<file path="config.mk">
export PLATFORM = sky130hd
export DESIGN_NAME = led_driver
export DESIGN_NICKNAME = d
export VERILOG_FILES = /design/src/rtl/led_driver.sv
export SDC_FILE = /design/constraint.sdc
export NUM_CORES = 1
export LEC_CHECK = 0
export CAP_MARGIN = 30
export CORE_MARGIN = 4
export CORE_UTILIZATION = 48
export CTS_CLUSTER_SIZE = 30
export DETAILED_ROUTE_END_ITERATION = 10
export PLACE_DENSITY = 0.82
export SKIP_CTS_REPAIR_TIMING = 1
export SLEW_MARGIN = 25
export SYNTH_ARGS = -nofsm -noshare
export SYNTH_HDL_FRONTEND = slang
export SYNTH_SLANG_ARGS = --single-unit
export TNS_END_PERCENT = 100
</file>
<file path="constraint.sdc">
create_clock -name clk -period 2.1 [get_ports clk]
set_clock_uncertainty 0.2 [all_clocks]
set_input_delay 0.42 -clock clk [delete_from_list [all_inputs] [get_ports clk]]
set_output_delay 0.42 -clock clk [all_outputs]
set_load 0.01 [all_outputs]
</file>
<file path="src/rtl/led_driver.sv">
// LED driver: OFF / ON / BLINK / PULSE command-driven LED controller.
// Commands use a valid/ready handshake. A command transfers on a rising
// edge where cmd_valid=1 and cmd_ready=1; cmd_ready drops during PULSE
// sequences, and commands presented then are dropped, not queued.
// Optional build macro LED_DRIVER_PWM_EN adds a 4-bit duty input that
// dims the lit phases with a free-running 4-bit PWM counter.
module led_driver #(
  parameter int HALF_PERIOD = 4
) (
  input  logic       clk,
  input  logic       reset,
  input  logic       cmd_valid,
  input  logic [1:0] cmd_mode,
  input  logic [3:0] cmd_count,
`ifdef LED_DRIVER_PWM_EN
  input  logic [3:0] duty,
`endif
  output logic       cmd_ready,
  output logic       led,
  output logic [1:0] mode,
  output logic       done
);

  localparam int PW = $clog2(HALF_PERIOD + 1);
  localparam logic [PW-1:0] PHASE_LAST = PW'(HALF_PERIOD - 1);
  localparam logic [PW-1:0] PHASE_ONE  = PW'(1);

  localparam logic [1:0] MODE_OFF   = 2'b00;
  localparam logic [1:0] MODE_ON    = 2'b01;
  localparam logic [1:0] MODE_BLINK = 2'b10;
  localparam logic [1:0] MODE_PULSE = 2'b11;

  typedef enum logic [2:0] {
    S_OFF,
    S_ON,
    S_BLINK_HI,
    S_BLINK_LO,
    S_PULSE_HI,
    S_PULSE_LO
  } state_t;

  state_t          state, state_nxt;
  logic [PW-1:0]   phase_cnt, phase_nxt;
  logic [3:0]      flash_cnt, flash_nxt;
  logic            done_nxt;
  logic            lit;
  logic            phase_end;

  assign phase_end = (phase_cnt == PHASE_LAST);

  // State, counters and the registered done pulse; reset wins over commands.
  always_ff @(posedge clk) begin
    if (!reset) begin
      state     <= S_OFF;
      phase_cnt <= '0;
      flash_cnt <= '0;
      done      <= 1'b0;
    end else begin
      state     <= state_nxt;
      phase_cnt <= phase_nxt;
      flash_cnt <= flash_nxt;
      done      <= done_nxt;
    end
  end

  // Moore outputs plus next-state: a command when accepted, else phase timing.
  always_comb begin
    state_nxt = state;
    phase_nxt = phase_cnt;
    flash_nxt = flash_cnt;
    done_nxt  = 1'b0;
    lit       = 1'b0;
    mode      = MODE_OFF;
    cmd_ready = 1'b1;

    case (state)
      S_OFF:      begin lit = 1'b0; mode = MODE_OFF;   cmd_ready = 1'b1; end
      S_ON:       begin lit = 1'b1; mode = MODE_ON;    cmd_ready = 1'b1; end
      S_BLINK_HI: begin lit = 1'b1; mode = MODE_BLINK; cmd_ready = 1'b1; end
      S_BLINK_LO: begin lit = 1'b0; mode = MODE_BLINK; cmd_ready = 1'b1; end
      S_PULSE_HI: begin lit = 1'b1; mode = MODE_PULSE; cmd_ready = 1'b0; end
      S_PULSE_LO: begin lit = 1'b0; mode = MODE_PULSE; cmd_ready = 1'b0; end
      default:    begin lit = 1'b0; mode = MODE_OFF;   cmd_ready = 1'b1; end
    endcase

    if (cmd_valid && cmd_ready) begin
      // Every accepted command restarts from its first phase, counters cleared.
      phase_nxt = '0;
      flash_nxt = '0;
      case (cmd_mode)
        MODE_OFF:   state_nxt = S_OFF;
        MODE_ON:    state_nxt = S_ON;
        MODE_BLINK: state_nxt = S_BLINK_HI;
        default: begin
          if (cmd_count == 4'd0) begin
            state_nxt = S_OFF;
            done_nxt  = 1'b1;
          end else begin
            state_nxt = S_PULSE_HI;
            flash_nxt = cmd_count;
          end
        end
      endcase
    end else begin
      case (state)
        S_BLINK_HI, S_BLINK_LO: begin
          if (phase_end) begin
            phase_nxt = '0;
            state_nxt = (state == S_BLINK_HI) ? S_BLINK_LO : S_BLINK_HI;
          end else begin
            phase_nxt = phase_cnt + PHASE_ONE;
          end
        end
        S_PULSE_HI: begin
          if (phase_end) begin
            phase_nxt = '0;
            flash_nxt = flash_cnt - 4'd1;
            if (flash_cnt == 4'd1) begin
              state_nxt = S_OFF;
              done_nxt  = 1'b1;
            end else begin
              state_nxt = S_PULSE_LO;
            end
          end else begin
            phase_nxt = phase_cnt + PHASE_ONE;
          end
        end
        S_PULSE_LO: begin
          if (phase_end) begin
            phase_nxt = '0;
            state_nxt = S_PULSE_HI;
          end else begin
            phase_nxt = phase_cnt + PHASE_ONE;
          end
        end
        default: begin
          phase_nxt = '0;
        end
      endcase
    end
  end

`ifdef LED_DRIVER_PWM_EN
  logic [3:0] pwm_cnt;

  // Free-running PWM counter; dims lit phases only, never affects FSM timing.
  always_ff @(posedge clk) begin
    if (!reset) pwm_cnt <= 4'd0;
    else        pwm_cnt <= pwm_cnt + 4'd1;
  end

  assign led = lit && (pwm_cnt < duty);
`else
  assign led = lit;
`endif

endmodule

</file>
==> results.toml, run 1 <==
[sta]
timing.max_slew.rel_slack = 0.7849
layout_worst_path_cycle_share = 0.9702
setup_repair_after_global_routing_missed_its_margin = "false"
final_count_of_pins_violating_max_slew = 0
max_freq_ghz = 0.4908
tightestPinTransition_ns = 0.3216
finalSetupViolCount = 0
finalWorstPathRequiredPeriod_ns = 2.037
final_layout_worst_hold_slack_ns = 0.2401
hold_viol = 0

[setup_path]
critical_path.max_stage_delay_ns = 0.54
setup.worst_path.start_class = "flip-flop"
cp_top_family = "buffers and inverters"
worstSetupEndpointType = "output pin"
worst-setup-path-type = "reg -> out"
crit_chain = "buf_4 > nor2_1 > clkdlybuf4s50_1"
timing.critical_path.required_ns = 1.48
worstPathBufferInverterCount = 2
worst-endpoint-arrival_ns = 1.42
timing.critical_path.fanout_max = 5
cpMaxStageDelayCell = "clkdlybuf4s50_1"

[detailed_routing]
routed-via-count = 607
drc = 0
detail_route.wl_per_cell_um = 12.19
ant_nets = 0
final_wirelength_um = 1365
drt_first_pass_iters = 5
count_of_routing_violations_after_the_opening_detailed_route_iteration = 14
detail_route.vias_per_cell = 5.420

[pwr]
power-per-cell-area_nw_per_um2 = 586.7
vdd.ir_drop.worst_mv = 0.3512
standby_leakage_power_nw = 0.3442

[grt]
number_of_global_route_vias_before_repair = 530
grt_max_degree = 11
global_route_wire_length_before_repair_um = 2145
groute.usage.overall = 0.1445
grt_remaining_overflow = 0
grt_antenna_before_repair = 0

[synthesis]
unique_cell_type_count_in_the_yosys_netlist = 32
synth.yosys.seq_area_share = 0.3200
dominantRegCellSynth = "dfxtp_1"
synthesized_area_per_cell_um2 = 8.711
synth.top_cells.by_count = "11 x dfxtp_1, 7 x nand2_1, 7 x nor2_1"
postSynthRegisterBits = 11
postSynthNetCount = 92
yosys_warning_count = 0
netlist.area_leader.share = 0.3200
synthesis.instances = 79
async_reset_ff_frac = 0
library_cell_with_the_highest_instance_count_after_synthesis = "dfxtp_1"
synth.cell_area_um2 = 688.2
area_contributors_post_synth = "dfxtp_1 32%, ha_1 7.3%, a211oi_1 4.4%"
yosys.area.top_type = "dfxtp_1"
synth-edff-count = 0

[final_layout]
antenna-diode-count = 0
finish.net_count = 111
layout.cell_area.non_filler_um2 = 882.1
layout-drive-gt1-share = 0.1959
final.fill_count = 115
syn2layout_area_growth_pct = 28.18

[place]
dp_hpwl_um = 1111
global_placement_routability_congestion = 0.8403
placed_cell_area_um2 = 829.5
io_buffer_count = 13

[floorplanning]
coreArea_um2 = 1334
io-pin-count = 14
die_y_um = 45.87
dieArea_um2 = 2104
initial_utilization = 0.5159
fp.dieW_um = 45.87
std_cell_rows = 13

[clock_tree]
cts-buffers-inserted = 3
worst_skew_pair.late_latency_ns = 0.27
cts.sink_count = 11
cts_tree = "done"
htree_levels = 1
root_buffer = "clkbuf_4"
clock_path_buffers = 2
clk_transition_reported_paths_ns = 0.08

[run]
maxCapViolations = 0

[min_path]
tightest_hold_check_type = "reg -> reg"

[status]
outcome = "finished clean"
-- layout by cell type, fill, tap and decap left out, drive strengths merged, types with 2 or more instances in the layout --
cell type and count:
a211oi 4, a21oi 2, a31oi 3, buf 4, clkbuf 4, clkdlybuf4s50 12, dfxtp 11, ha 4
inv 7, nand2 8, nand2b 3, nor2 7, o21ai 3, o221a 2, or3 3, or3b 2
xor2 3
-- power by group --
| part | leakage, nW | switching, W | internal (W) |
|---|---|---|---|
| combinational | 0.238 | 0.0000562 | 0.0000743 |
| sequential | 0.0917 | 0.0000166 | 0.000221 |
| clock | 0.0150 | 0.0000759 | 0.0000736 |
| total | 0.344 | 0.000149 | 0.000369 |
-- per-layer routing --
metal	track usage	share of wire
met5	0	0
met4	0.08523	0.010
met3	0.02372	0.041
met2	0.2390	0.48
met1	0.1718	0.47
-- worst reg2reg max path, stage by stage, from the launching register on --
cell and delay (ns):
dfxtp_1 0.35, ha_1 0.16, ha_1 0.23, and4bb_2 0.33
nand2_1 0.08, xor2_1 0.14, a211oi_1 0.23
-- metrics by stage --
| stage | total power (W) | util | std cells | setup slack [ns] | setup TNS, ns |
|---|---|---|---|---|---|
| 3_5_place_dp | 0.0003702 | 0.6220 | 107 | 0.005002 | 0 |
| 5_1_grt | 0.0005461 | 0.6614 | 112 | 0.006982 | 0 |
| 3_3_place_gp | 0.0003672 | 0.6220 | 107 | 0.03560 | 0 |
| 2_1_floorplan | 0.0003156 | - | 79 | 0.4157 | 0 |
| 4_1_cts | 0.0005188 | 0.6417 | 111 | -0.1843 | -0.4012 |
| 6_report | 0.0005176 | 0.6614 | 112 | 0.06257 | 0 |
-- final timing paths --
check,from,end,slack (ns),depth (start not counted)
worst max-delay path,state[1],mode[0],0.06,3
worst max register to register,phase_cnt[0],flash_cnt[2],0.29,6
worst min-delay path,phase_cnt[0],phase_cnt[0],0.24,1
worst min register to register,phase_cnt[0],phase_cnt[0],0.24,1
-- cells by family (layout without fill, tap and decap cells) --
family	after synthesis	count (layout)	share of synthesized area
simple gates	30	30	0.2564
fa+ha+maj	4	4	0.07273
compound gates	19	19	0.2000
mux	1	1	0.01455
flops	11	11	0.3200
xor+xnor	4	4	0.05092
buf+inv	10	28	0.08546
-- final cells by class --
cell class                      count  area [um^2]  share of cell area
Multi-Input combinational cell     58        416.7              0.4723
Sequential cell                    11        229.0              0.2596
Timing Repair Buffer               17        162.7              0.1844
Inverter                            7        28.78             0.03262
Clock buffer                        4        26.28             0.02979
Tap cell                           15        18.77             0.02128
-- registers in the layout (all words and copies together), names as in the netlist --
| name | cells |
|---|---|
| state | 3 |
| flash_cnt | 4 |
| done | 1 |
| phase_cnt | 3 |
(Power assumes the default switching activity.)
==> inputs of run 2 (changes only) <==
- CAP_MARGIN: 30 -> 10
==> results of run 2 <==
Same layout as run 1: the final DEF is identical, and so are final timing and power.
